File: src/rtl/pipe_stage_em.sv
// pipe_stage_em: E->M pipeline register with valid/ready handshake.
// Define PIPE_STAGE_EM_SKID_EN for a registered ReadyE backed by a second (skid) slot.
module pipe_stage_em #(
  parameter int SIZE = 32,
  parameter int RW   = 5
) (
  input  logic            CLK,
  input  logic            RST,
  input  logic            ValidE,
  output logic            ReadyE,
  input  logic            FlushE,
  input  logic            PCSrcE2,
  input  logic            RegWriteE2,
  input  logic            MemToRegE,
  input  logic            MemWriteE2,
  input  logic [RW-1:0]   WA3E,
  input  logic [SIZE-1:0] ALUResultE,
  input  logic [SIZE-1:0] WriteDataE,
  output logic            ValidM,
  input  logic            ReadyM,
  output logic            PCSrcM,
  output logic            RegWriteM,
  output logic            MemToRegM,
  output logic            MemWriteM,
  output logic [RW-1:0]   WA3M,
  output logic [SIZE-1:0] ALUOutM,
  output logic [SIZE-1:0] WriteDataM
);
  typedef struct packed {
    logic            pcsrc;
    logic            regwrite;
    logic            memtoreg;
    logic            memwrite;
    logic [RW-1:0]   wa3;
    logic [SIZE-1:0] alu;
    logic [SIZE-1:0] wd;
  } entry_t;
  entry_t in_e, main_q;
  logic   valid_q, push, pop;
  assign in_e = {PCSrcE2, RegWriteE2, MemToRegE, MemWriteE2, WA3E, ALUResultE, WriteDataE};
  assign push = ValidE && ReadyE;
  assign pop  = valid_q && ReadyM;
`ifdef PIPE_STAGE_EM_SKID_EN
  typedef enum logic [1:0] {EMPTY, ONE, TWO} state_t;
  state_t state_q;
  entry_t skid_q;
  logic   ready_q;
  assign valid_q = state_q != EMPTY;
  assign ReadyE  = ready_q;
  // ready_q tracks "next state is not TWO" so ReadyE never depends on ReadyM combinationally
  always_ff @(posedge CLK or posedge RST) begin
    if (RST) begin
      state_q <= EMPTY;
      main_q  <= '0;
      skid_q  <= '0;
      ready_q <= 1'b1;
    end else if (FlushE) begin
      state_q <= EMPTY;
      ready_q <= 1'b1;
    end else begin
      case (state_q)
        EMPTY: if (push) begin
          main_q  <= in_e;
          state_q <= ONE;
        end
        ONE: if (push && pop) main_q <= in_e;
        else if (pop) state_q <= EMPTY;
        else if (push) begin
          skid_q  <= in_e;
          state_q <= TWO;
          ready_q <= 1'b0;
        end
        TWO: if (pop) begin
          main_q  <= skid_q;
          state_q <= ONE;
          ready_q <= 1'b1;
        end
        default: begin
          state_q <= EMPTY;
          ready_q <= 1'b1;
        end
      endcase
    end
  end
`else
  assign ReadyE = !valid_q || ReadyM;
  always_ff @(posedge CLK or posedge RST) begin
    if (RST) begin
      valid_q <= 1'b0;
      main_q  <= '0;
    end else if (FlushE) valid_q <= 1'b0;
    else if (push) begin
      main_q  <= in_e;
      valid_q <= 1'b1;
    end else if (pop) valid_q <= 1'b0;
  end
`endif
  assign ValidM     = valid_q;
  assign PCSrcM     = valid_q && main_q.pcsrc;
  assign RegWriteM  = valid_q && main_q.regwrite;
  assign MemWriteM  = valid_q && main_q.memwrite;
  assign MemToRegM  = main_q.memtoreg;
  assign WA3M       = main_q.wa3;
  assign ALUOutM    = main_q.alu;
  assign WriteDataM = main_q.wd;
endmodule
File: config.mk
export PLATFORM = sky130hd
export DESIGN_NAME = pipe_stage_em
export DESIGN_NICKNAME = d
export VERILOG_FILES = /design/src/rtl/pipe_stage_em.sv
export SDC_FILE = /design/constraint.sdc
export NUM_CORES = 1
export LEC_CHECK = 0
export CORE_UTILIZATION = 46
export DETAILED_ROUTE_END_ITERATION = 10
export GPL_TIMING_DRIVEN = 0
export HOLD_SLACK_MARGIN = 0.15
export PLACE_DENSITY = 0.82
export REMOVE_ABC_BUFFERS = 1
export SYNTH_ARGS = -nofsm -noshare
export SYNTH_HDL_FRONTEND = slang
export SYNTH_SLANG_ARGS = --single-unit
File: constraint.sdc
create_clock -name CLK -period 4.3 [get_ports CLK]
set_input_delay 1.29 -clock CLK [delete_from_list [all_inputs] [get_ports CLK]]
set_output_delay 1.29 -clock CLK [all_outputs]
set_load 0.005 [all_outputs]
==> flow_summary.json <==
{
  "power.leakage_uw": 0.00217,
  "worstSetupStartpointType": "primary input",
  "register_area_mm2": 0.00185,
  "max_stage_delay_ps": 510,
  "drive_above_1_share_pct": 28.3,
  "synth_fa_ha_area_share_pct": 0,
  "grt_pass1_vias": 2085,
  "ys_warn_count": 0,
  "multiInputGateArea_mm2": 0.00114,
  "dp.final_hpwl_mm": 4.65,
  "max-slew-margin-rel_pct": 40.7,
  "yosysMostFrequentCell": "dfrtp_1",
  "finalWorstSetupSlack_ps": 617,
  "fp-row-count": 32,
  "drc": 0,
  "drt_first_pass_iters": 4,
  "synth-edff-count": 0,
  "fin_hold_ws_ps": 496,
  "slew_violations": 0,
  "synth_top_area_cell": "dfrtp_1",
  "dpl_cell_area_mm2": 0.00474,
  "routedWlPerCell_um": 15.1,
  "gp_congestion": 0.652,
  "crit_family": "buffers and inverters",
  "synthSimpleGateAreaFrac_pct": 1.60,
  "ys_ff_latch": 74,
  "grt_pass1_wl_mm": 10.6,
  "n_fill_cell": 569,
  "cp_max_fo": 3,
  "cts_buffers": 9,
  "area_growth_pct": 34.8,
  "crit_chain": "clkdlybuf4s50_1 > nor2b_4 > inv_1 > clkdlybuf4s50_1",
  "crit_required_ps": 3010,
  "hold_buffers": 0,
  "die_area_mm2": 0.00836,
  "post-cts-setup-buffers": 0,
  "grt_usage_pct": 16.3,
  "slowest_stage": "clkdlybuf4s50_1",
  "synth_compound_area_share_pct": 0,
  "die_x_um": 91.5,
  "yosysTopAreaCellShare_pct": 50.3,
  "initial_core_util_pct": 47.6,
  "synth_area_per_cell_um2": 15.8,
  "synth_top_family_by_area": "multiplexers",
  "finalPower_uw": 2020,
  "fin_worst_skew_ps": 12.5,
  "antenna_cells": 0,
  "clkTransAtPathRegs_ps": 70,
  "pre_cts_ws_ps": 622,
  "cp_data_arrival_time_ps": 2390,
  "cp-end-kind": "output port",
  "cts_buffer_depth": 2,
  "worst_slew_pin_slew_ps": 890,
  "netlist_area_mm2": 0.00368,
  "core-area_mm2": 0.00773,
  "ys_types": 10,
  "fmax_ghz": 0.271,
  "fin_crit_ps": 3680,
  "first_iter_violations": 33,
  "synth_common_cells": "dfrtp_1 (74), mux2_4 (70), buf_4 (69)",
  "nNetsFinal": 403,
  "ys_seq_area_share_pct": 50.3,
  "antenna_found_initial": 0,
  "synthCells": 233,
  "synth_mux_area_share_pct": 29.5,
  "io_pins": 153,
  "ys_top_cells_by_area": "dfrtp_1 (50%), mux2_4 (29%), buf_4 (14%)",
  "die_y_um": 91.5,
  "grt_max_degree": 75,
  "hold_viol_final": 0,
  "cts.sinks": 74,
  "powerDensity_mw_per_mm2": 408,
  "finalCritPeriodShare_pct": 85.7,
  "cts_resized": 0,
  "tritoncts": "yes",
  "wirelength_mm": 6.52,
  "cts-root-buf": "clkbuf_8",
  "cpMostUsedCell": "clkdlybuf4s50_1",
  "setup_viol": 0,
  "clk_latency_ps": 340,
  "critical_path_class": "primary input to output port",
  "ant_nets": 0,
  "htree_num_levels": 3,
  "ys_async_sr_fraction_pct": 100,
  "synth-xor-area-share_pct": 0,
  "fin_area_mm2": 0.00496,
  "maxCapViolCount": 0,
  "hold_class": "flop to flop",
  "ir_drop_mv": 0.175,
  "numPortBuffers": 152,
  "synth_ff_type": "dfrtp_1",
  "dr_total_vias": 1942,
  "rsz0062_at_grt": "no",
  "path_buf_inv": 3,
  "status": "finished clean",
  "finalSetupTns_ps": 0,
  "viasPerCell": 4.51,
  "grt_overflow_total": 0
}
-- area by class of cell --
| class | count | share of cell area, % |
|---|---|---|
| clock inverter | 4 | 1.54 |
| sequential | 74 | 37.3 |
| tap | 102 | 2.57 |
| clock buffer | 11 | 2.85 |
| timing repair buffer | 158 | 32.5 |
| multi-input combinational | 80 | 23.0 |
| inverter | 2 | 0.202 |
-- worst paths after layout --
path | start | to | slack (ps) | depth (start not counted)
worst max register to register | ValidM | WriteDataM[26] | 2190 | 6
worst min register to register | WriteDataM[15] | WriteDataM[15] | 500 | 1
worst max-delay path | ReadyM | ReadyE | 620 | 4
max in group asynchronous | RST | main_q[69] | 2210 | 2
worst min-delay path | WriteDataM[15] | WriteDataM[15] | 500 | 1
min in group asynchronous | RST | WriteDataM[14] | 1510 | 2
-- per-stage QoR --
step                      util, %  std cells
after floorplan                 -        156
after global placement       60.2        410
after detailed placement     61.4        416
after CTS                    64.2        431
after global routing         64.2        431
final                        64.2        431
-- sequential cells by signal (all words and copies together), names as in the netlist --
| name | cells |
|---|---|
| ALUOutM | 32 |
| MemToRegM | 1 |
| ValidM | 1 |
| WA3M | 5 |
| WriteDataM | 32 |
| main_q | 3 |
-- cells by family after synthesis --
logic type,Yosys count
buffers and inverters,79
multiplexers,73
AND/OR/NAND/NOR,7
flip-flops,74
-- power breakdown --
group | leakage [uW] | switching [uW] | internal (uW)
Clock | 0.000106 | 244 | 341
Sequential | 0.000871 | 67.2 | 814
Combinational | 0.00119 | 138 | 420
Total | 0.00217 | 449 | 1570
-- worst register-to-register path, cell delays in order, from the launching register on --
cell and delay (ps):
dfrtp_1 420, nor2b_4 160, nor3b_4 470, buf_8 250
buf_8 180, buf_8 210, mux2_4 320
-- per-layer routing --
metal	GRT usage (%)	wire [um]	vias to the layer above
li1	-	-	887
met1	21.5	2890	951
met2	25.5	3050	94
met3	4.77	499	10
met4	5.95	81	0
met5	0	0	-
-- layout by cell type, fill, tap and decap left out, drive strengths merged --
cell type,n
clkbuf,11
mux2,73
clkinv,1
clkinvlp,1
nor2b,1
clkdlybuf4s50,152
buf,6
dfrtp,74
nor2,2
bufinv,2
inv,2
nor3b,1
and2,3
Power figures use the tool's default switching activity.
